<file path="src/rtl/cpu_pkg.sv">
// Shared definitions for the control sequencer: step encodings, opcodes,
// instruction classes and the control-word bundle produced by the decoder.
package cpu_pkg;

    typedef enum logic [3:0] {
        S_T0   = 4'd0,
        S_T1   = 4'd1,
        S_T2   = 4'd2,
        S_T3   = 4'd3,
        S_T4   = 4'd4,
        S_T5   = 4'd5,
        S_T6   = 4'd6,
        S_T7   = 4'd7,
        S_HALT = 4'd8
    } state_t;

    localparam logic [4:0] OP_LD   = 5'b00000;
    localparam logic [4:0] OP_LDI  = 5'b00001;
    localparam logic [4:0] OP_ST   = 5'b00010;
    localparam logic [4:0] OP_ADD  = 5'b00011;
    localparam logic [4:0] OP_SUB  = 5'b00100;
    localparam logic [4:0] OP_AND  = 5'b01001;
    localparam logic [4:0] OP_OR   = 5'b01010;
    localparam logic [4:0] OP_ADDI = 5'b01011;
    localparam logic [4:0] OP_ANDI = 5'b01100;
    localparam logic [4:0] OP_ORI  = 5'b01101;
    localparam logic [4:0] OP_BR   = 5'b10010;
    localparam logic [4:0] OP_JR   = 5'b10011;
    localparam logic [4:0] OP_IN   = 5'b10101;
    localparam logic [4:0] OP_OUT  = 5'b10110;
    localparam logic [4:0] OP_MFHI = 5'b10111;
    localparam logic [4:0] OP_MFLO = 5'b11000;
    localparam logic [4:0] OP_NOP  = 5'b11001;
    localparam logic [4:0] OP_HALT = 5'b11010;

    localparam logic [4:0] ALU_ADD = 5'b00011;

    typedef enum logic [3:0] {
        C_RTYPE, C_ITYPE, C_LDI, C_LD, C_ST, C_BR,
        C_JR, C_IN, C_OUT, C_MFHI, C_MFLO, C_NOP, C_HALT
    } op_class_t;

    typedef struct packed {
        logic       pc_out;
        logic       mdr_out;
        logic       zlow_out;
        logic       zhigh_out;
        logic       hi_out;
        logic       lo_out;
        logic       inport_out;
        logic       c_out;
        logic       ba_out;
        logic       y_out;
        logic       pc_enable;
        logic       inc_pc;
        logic       mar_enable;
        logic       mdr_enable;
        logic       mdr_read;
        logic       ir_enable;
        logic       y_enable;
        logic       zlow_in;
        logic       zhigh_in;
        logic       hi_enable;
        logic       lo_enable;
        logic       outport_enable;
        logic       con_enable;
        logic       ram_write;
        logic       gra;
        logic       grb;
        logic       grc;
        logic       r_in;
        logic       r_out;
        logic [4:0] alu_op;
    } ctrl_t;

    // Unlisted opcodes fall into the nop class.
    function automatic op_class_t op_class(input logic [4:0] op);
        op_class_t c;
        c = C_NOP;
        case (op)
            OP_ADD, OP_SUB, OP_AND, OP_OR: c = C_RTYPE;
            OP_ADDI, OP_ANDI, OP_ORI:      c = C_ITYPE;
            OP_LDI:                        c = C_LDI;
            OP_LD:                         c = C_LD;
            OP_ST:                         c = C_ST;
            OP_BR:                         c = C_BR;
            OP_JR:                         c = C_JR;
            OP_IN:                         c = C_IN;
            OP_OUT:                        c = C_OUT;
            OP_MFHI:                       c = C_MFHI;
            OP_MFLO:                       c = C_MFLO;
            OP_HALT:                       c = C_HALT;
            default:                       c = C_NOP;
        endcase
        return c;
    endfunction

    function automatic state_t last_step(input op_class_t c);
        state_t s;
        s = S_T3;
        case (c)
            C_LD, C_ST:               s = S_T7;
            C_BR:                     s = S_T6;
            C_RTYPE, C_ITYPE, C_LDI:  s = S_T5;
            default:                  s = S_T3;
        endcase
        return s;
    endfunction

endpackage

</file>
<file path="src/rtl/control_decode.sv">
// Combinational control-word decode from the current step and latched opcode.
// CON_FF only matters in the branch write-back step.
module control_decode
    import cpu_pkg::*;
(
    input  logic [3:0] state,
    input  logic [4:0] opcode,
    input  logic       con_ff,
    output ctrl_t      ctrl
);

    state_t    st;
    op_class_t cls;

    assign st  = state_t'(state);
    assign cls = op_class(opcode);

    always_comb begin
        ctrl        = '0;
        ctrl.alu_op = ALU_ADD;
        case (st)
            S_T0: begin
                ctrl.pc_out     = 1'b1;
                ctrl.mar_enable = 1'b1;
                ctrl.inc_pc     = 1'b1;
                ctrl.pc_enable  = 1'b1;
            end
            S_T1: begin
                ctrl.mdr_read   = 1'b1;
                ctrl.mdr_enable = 1'b1;
            end
            S_T2: begin
                ctrl.mdr_out    = 1'b1;
                ctrl.ir_enable  = 1'b1;
            end
            S_T3: begin
                case (cls)
                    C_RTYPE, C_ITYPE: begin
                        ctrl.grb = 1'b1; ctrl.r_out = 1'b1; ctrl.y_enable = 1'b1;
                    end
                    C_LDI, C_LD, C_ST: begin
                        ctrl.grb = 1'b1; ctrl.ba_out = 1'b1; ctrl.y_enable = 1'b1;
                    end
                    C_BR: begin
                        ctrl.grb = 1'b1; ctrl.r_out = 1'b1; ctrl.con_enable = 1'b1;
                    end
                    C_JR: begin
                        ctrl.gra = 1'b1; ctrl.r_out = 1'b1; ctrl.pc_enable = 1'b1;
                    end
                    C_IN: begin
                        ctrl.inport_out = 1'b1; ctrl.gra = 1'b1; ctrl.r_in = 1'b1;
                    end
                    C_OUT: begin
                        ctrl.gra = 1'b1; ctrl.r_out = 1'b1; ctrl.outport_enable = 1'b1;
                    end
                    C_MFHI: begin
                        ctrl.hi_out = 1'b1; ctrl.gra = 1'b1; ctrl.r_in = 1'b1;
                    end
                    C_MFLO: begin
                        ctrl.lo_out = 1'b1; ctrl.gra = 1'b1; ctrl.r_in = 1'b1;
                    end
                    default: ;
                endcase
            end
            S_T4: begin
                case (cls)
                    C_RTYPE: begin
                        ctrl.grc = 1'b1; ctrl.r_out = 1'b1; ctrl.zlow_in = 1'b1;
                        ctrl.alu_op = opcode;
                    end
                    C_ITYPE: begin
                        ctrl.c_out = 1'b1; ctrl.zlow_in = 1'b1;
                        ctrl.alu_op = opcode;
                    end
                    C_LDI, C_LD, C_ST: begin
                        ctrl.c_out = 1'b1; ctrl.zlow_in = 1'b1;
                    end
                    C_BR: begin
                        ctrl.pc_out = 1'b1; ctrl.y_enable = 1'b1;
                    end
                    default: ;
                endcase
            end
            S_T5: begin
                case (cls)
                    C_RTYPE, C_ITYPE, C_LDI: begin
                        ctrl.zlow_out = 1'b1; ctrl.gra = 1'b1; ctrl.r_in = 1'b1;
                    end
                    C_LD, C_ST: begin
                        ctrl.zlow_out = 1'b1; ctrl.mar_enable = 1'b1;
                    end
                    C_BR: begin
                        ctrl.c_out = 1'b1; ctrl.zlow_in = 1'b1;
                    end
                    default: ;
                endcase
            end
            S_T6: begin
                case (cls)
                    C_LD: begin
                        ctrl.mdr_read = 1'b1; ctrl.mdr_enable = 1'b1;
                    end
                    C_ST: begin
                        ctrl.gra = 1'b1; ctrl.r_out = 1'b1; ctrl.mdr_enable = 1'b1;
                    end
                    C_BR: begin
                        ctrl.zlow_out  = 1'b1;
                        ctrl.pc_enable = con_ff;
                    end
                    default: ;
                endcase
            end
            S_T7: begin
                case (cls)
                    C_LD: begin
                        ctrl.mdr_out = 1'b1; ctrl.gra = 1'b1; ctrl.r_in = 1'b1;
                    end
                    C_ST: ctrl.ram_write = 1'b1;
                    default: ;
                endcase
            end
            default: ctrl = '0;
        endcase
    end

endmodule

</file>
<file path="src/rtl/control_sequencer.sv">
// Multi-cycle control sequencer: fetch T0-T2, opcode-dependent execute T3-T7,
// and a sticky HALT state left only through Clear.
module control_sequencer
    import cpu_pkg::*;
(
    input  logic        Clock,
    input  logic        Clear,
    input  logic [31:0] IR,
    input  logic        CON_FF,
    input  logic        Stop,
    output logic        Run,
    output logic        PCout,
    output logic        MDRout,
    output logic        ZLowout,
    output logic        ZHighout,
    output logic        HIout,
    output logic        LOout,
    output logic        InPortout,
    output logic        Cout,
    output logic        BAout,
    output logic        Yout,
    output logic        PC_enable,
    output logic        IncPC,
    output logic        MAR_enable,
    output logic        MDR_enable,
    output logic        MDR_read,
    output logic        IR_enable,
    output logic        Y_enable,
    output logic        ZLowIn,
    output logic        ZHighIn,
    output logic        HI_enable,
    output logic        LO_enable,
    output logic        OutPort_enable,
    output logic        CON_enable,
    output logic        RAM_write,
    output logic        Gra,
    output logic        Grb,
    output logic        Grc,
    output logic        R_in,
    output logic        R_out,
    output logic [4:0]  alu_op,
    output logic [3:0]  state_dbg
);

    state_t     state;
    state_t     state_next;
    logic [4:0] opcode;
    op_class_t  cls;
    ctrl_t      dec;
    ctrl_t      ctrl;
    logic       unused_ir;

    assign unused_ir = ^IR[26:0];
    assign cls       = op_class(opcode);

    always_ff @(posedge Clock or negedge Clear) begin
        if (!Clear) begin
            state  <= S_T0;
            opcode <= OP_NOP;
        end else begin
            state <= state_next;
            if (state == S_T2)
                opcode <= IR[31:27];
        end
    end

    // Stop is only looked at on an instruction's final step.
    always_comb begin
        state_next = state;
        case (state)
            S_T0:   state_next = S_T1;
            S_T1:   state_next = S_T2;
            S_T2:   state_next = S_T3;
            S_HALT: state_next = S_HALT;
            default: begin
                if (state == last_step(cls))
                    state_next = (cls == C_HALT || Stop) ? S_HALT : S_T0;
                else
                    state_next = state_t'(state + 4'd1);
            end
        endcase
    end

    control_decode u_decode (
        .state  (state),
        .opcode (opcode),
        .con_ff (CON_FF),
        .ctrl   (dec)
    );

    // Clear silences every strobe immediately, without waiting for an edge.
    assign ctrl      = Clear ? dec : '0;
    assign Run       = Clear && (state != S_HALT);
    assign state_dbg = state;

    assign PCout          = ctrl.pc_out;
    assign MDRout         = ctrl.mdr_out;
    assign ZLowout        = ctrl.zlow_out;
    assign ZHighout       = ctrl.zhigh_out;
    assign HIout          = ctrl.hi_out;
    assign LOout          = ctrl.lo_out;
    assign InPortout      = ctrl.inport_out;
    assign Cout           = ctrl.c_out;
    assign BAout          = ctrl.ba_out;
    assign Yout           = ctrl.y_out;
    assign PC_enable      = ctrl.pc_enable;
    assign IncPC          = ctrl.inc_pc;
    assign MAR_enable     = ctrl.mar_enable;
    assign MDR_enable     = ctrl.mdr_enable;
    assign MDR_read       = ctrl.mdr_read;
    assign IR_enable      = ctrl.ir_enable;
    assign Y_enable       = ctrl.y_enable;
    assign ZLowIn         = ctrl.zlow_in;
    assign ZHighIn        = ctrl.zhigh_in;
    assign HI_enable      = ctrl.hi_enable;
    assign LO_enable      = ctrl.lo_enable;
    assign OutPort_enable = ctrl.outport_enable;
    assign CON_enable     = ctrl.con_enable;
    assign RAM_write      = ctrl.ram_write;
    assign Gra            = ctrl.gra;
    assign Grb            = ctrl.grb;
    assign Grc            = ctrl.grc;
    assign R_in           = ctrl.r_in;
    assign R_out          = ctrl.r_out;
    assign alu_op         = ctrl.alu_op;

endmodule

</file>
<file path="config.mk">
export PLATFORM = sky130hd
export DESIGN_NAME = control_sequencer
export DESIGN_NICKNAME = d
export VERILOG_FILES = /design/src/rtl/cpu_pkg.sv /design/src/rtl/control_decode.sv /design/src/rtl/control_sequencer.sv
export SDC_FILE = /design/constraint.sdc
export NUM_CORES = 1
export LEC_CHECK = 0
export BUFFER_PORTS_ARGS = -buffer_cell sky130_fd_sc_hd__buf_2
export CAP_MARGIN = 20
export CORE_MARGIN = 3
export CORE_UTILIZATION = 51
export DETAILED_ROUTE_END_ITERATION = 16
export GPL_ROUTABILITY_DRIVEN = 0
export HOLD_SLACK_MARGIN = 0.06
export PLACE_DENSITY = 0.82
export RECOVER_POWER = 50
export SLEW_MARGIN = 30
export SYNTH_ARGS = -nofsm -noshare
export SYNTH_HDL_FRONTEND = slang
export SYNTH_HIERARCHICAL = 1
export SYNTH_SLANG_ARGS = --single-unit
</file>
<file path="constraint.sdc">
create_clock -name Clock -period 3.6 [get_ports Clock]
set_input_delay 0.54 -clock Clock [delete_from_list [all_inputs] [get_ports Clock]]
set_output_delay 0.54 -clock Clock [all_outputs]
set_load 0.02 [all_outputs]
</file>
==> impl_results.md <==
* Critical path peak fanout at 12
* Hold Crit Class: in -> reg
* Post-DP HPWL at approximately 3600 um
* R2r setup slk at roughly 0.37 ns
* Chip height at around 70 um
* Top FF cell, synth: dfrtp_1
* CTS tree: yes
* Synth Cell Area at 0.002079 sq mm
* WHS Endpoint: opcode[2]
* Drc violations at 0
* Worst EP arrival at ~2.8 ns
* Critical Path Sink Type: primary output
* Iteration-0 DRC Markers at 236
* Main combinational cell family by area after synthesis: simple AND/OR/NAND/NOR gates
* Cell Chain, Critical Path: inv_1 > ha_1 > inv_1 > ha_1 > a221o_1 > o21ai_1 > buf_4 > a31oi_1 > o221a_1 > a31oi_1 > and2_1 > buf_2
* First-pass iteration count of the detailed router at 4
* Min cycle time layout at ~3.4 ns
* Routing usage on met3 at 0.01871
* Total wire length at roughly 5000 um
* Core area at around 0.0038 sq mm
* GRT Max-Usage Layer: met2
* Max Slew Vio Count at 0
* Yosys cell types at 64
* Syn-to-layout area delta at 10.47%
* GR Util met1 at 0.2633
* Root buf cell: clkbuf_8
* CTS buffer count at 3
* #FFs+latches synth at 9
* CP startpoint kind: flop
* Slowest CP cell: dfstp_2
* Post-synth top cells: 38 x and2_1, 24 x nand2_1, 19 x ha_1
* Post-DR vias/cell at between 5 and 6
* Setup Viol. Count Final at 0
* Worst hold margin at 0.5064 ns
* Most frequent cell after synthesis: and2_1
* Worst path required time at just over 3 ns
* P per Cell Area at between 100 and 150 mW/mm^2
* Compound-Gate Fraction of Synth Area at 0.2533
* Num ports at 75
* H-tree levels at 1
* Setup TNS at 0 ns
* Initial antenna violation count at 0
* Period Utilization, post-route at 0.9363
* Total GRT Usage at 0.2069
* Layout cells sized above 1 at 0.2293
* Xor/xnor cell area share of the yosys netlist at 0.01264
* Number of flops mapped to enable cells by yosys at 0
* Initial Utilization at 0.5474
* Fin. Hold Viols at 0
* Post-synth top area cell: and2_1
* RSZ-0062 raised after global routing: false
* Average cell area after synthesis at ~7.4 sq um
* Post-synthesis mux area share at 0.03610
* Vias in the first global route at 1868
* Slew HR at 0.01653
* Flip-flop and latch area at 229.0 sq um
* Status: completed
* Slew @ Worst Pin at 1.475 ns
* Area share of fa/ha/maj cells after synthesis at 0.1143
* FILL cells at ~350
* Clock buffer depth at 2
* Fraction of registers with async set/reset at 1.000
* Area of the multi-input gates at between 0.0015 and 0.002 sq mm
* Capturing point of the worst reg2reg path: state_dbg[1]
* Crit path from: opcode[0]
* Global route total overflow at 0
* Port Buf Inserts at 42
* Row Count at 22
* Layout Skew at between 0.0006 and 0.0007 ns
* Die Area at 0.004880 sq mm
* Max cap viols at 0
* Synth top area share at 0.1143
* FF-to-FF Start: opcode[1]
* M2 GR Usage at 0.3631
* Reg2reg path depth at 12
* WL/cell at about 14 um
* Seq/Total Area, Yosys at 0.1101
* Synth area leaders: and2_1 11%, ha_1 11%, dfrtp_1 7.2%, nand2_1 4.3%, dfstp_2 3.8%
* Warnings, synthesis at 6
* Final ANT Viol Nets at 0
* ANT cells at 0
* CTS clock-pin slew for the worst setup and hold paths at 0.04 ns
* Mapped Cells at 280
* CTS Hold Bufs at 0
* Largest net degree at the start of global routing at 45
* Fmax at 296.7 MHz
* HP Start: IR[29]
* Simple-gate share of the synthesized area at 0.3730
* Routed vias at approximately 2100
* CTS sink count at 9
* Critical path class: reg -> out
* Hold Crit Depth at 3
* Leak pwr at 1.054 nW
* Clk Latency, worst-skew pair at 0.24 ns
* Max VDD drop at approximately 140 uV
* First-pass GRT wire length at around 8500 um
* Die X at about 70 um
* # nets final at between 300 and 400
* Critical Path Max Stage Delay at just under 0.6 ns
-- power breakdown --
group | leakage (nW) | total, mW | switching (mW) | internal, mW
logic | 0.932 | 0.0176 | 0.0124 | 0.00523
registers | 0.0995 | 0.102 | 0 | 0.102
clock network | 0.0228 | 0.120 | 0.0422 | 0.0773
-- routing by layer --
metal,up-vias,part of all wire
met2,69,0.50
met3,7,0.055
li1,1047,-
met5,-,0
met1,994,0.43
met4,0,0.016
-- through the flow --
step,total power [mW],cell area (sq um),cells,utilization,setup WS (ns)
2_1_floorplan,0.1171,2095,284,-,0.6454
3_3_place_gp,0.1201,2250,356,0.5922,0.4162
3_5_place_dp,0.1206,2250,356,0.5922,0.3880
4_1_cts,0.2418,2295,360,0.6041,0.1171
5_1_grt,0.2516,2297,362,0.6047,0.05977
6_report,0.2388,2297,362,0.6047,0.2292
-- state kept, by name, indices dropped and copies added, names as in the netlist --
signal and cells:
opcode 5, state_dbg 4
-- kinds of logic after synthesis --
logic type | count (synthesis)
other | 1
flip-flops | 9
buffers and inverters | 38
AND/OR/NAND/NOR | 136
multiplexers | 7
AO/OA/AOI/OAI | 67
XOR/XNOR | 3
adder cells (fa/ha/maj) | 19
-- cells in the final DEF, fill, tap and decap left out, types with 6 or more instances in the layout --
cell type	count
dfrtp_1	6
buf_2	35
o21ai_0	15
nor2_1	18
nor3_1	13
nand2_1	24
buf_4	6
a31oi_1	7
and2_1	35
clkbuf_1	8
a21oi_1	13
nand3_1	12
nand2b_1	7
ha_1	19
inv_1	15
-- critical path: cells and delay by family, from the launching register on --
kind                       cells  cell delay [ns]
DFF                            1             0.58
and+or+nand+nor                1             0.13
AOI/OAI and AO/OA              5             0.85
adders and majority gates      2             0.46
buffers and inverters          4             0.57
-- how the worst max path moves through the flow --
stage               cells after the start  slack, ns    endpoint
floorplan                              11       0.65      ZLowIn
global placement                       11       0.42  MDR_enable
detailed placement                     11       0.39    MDR_read
CTS                                    11       0.12    MDR_read
global route                           12       0.06         Gra
finish                                 12       0.23         Gra
-- layout make-up --
cell class                      count  area share
Clock buffer                        4     0.01961
Inverter                           16     0.02614
Sequential cell                     9     0.09967
Tap cell                           48     0.02614
Timing Repair Buffer               48      0.1073
Multi-Input combinational cell    237      0.7211
-- what timing repair did --
action                     in CTS  in global routing
resized for setup               0                  1
setup buffers                   0                  2
setup endpoints to repair       0                  8
(Power assumes the default switching activity.)
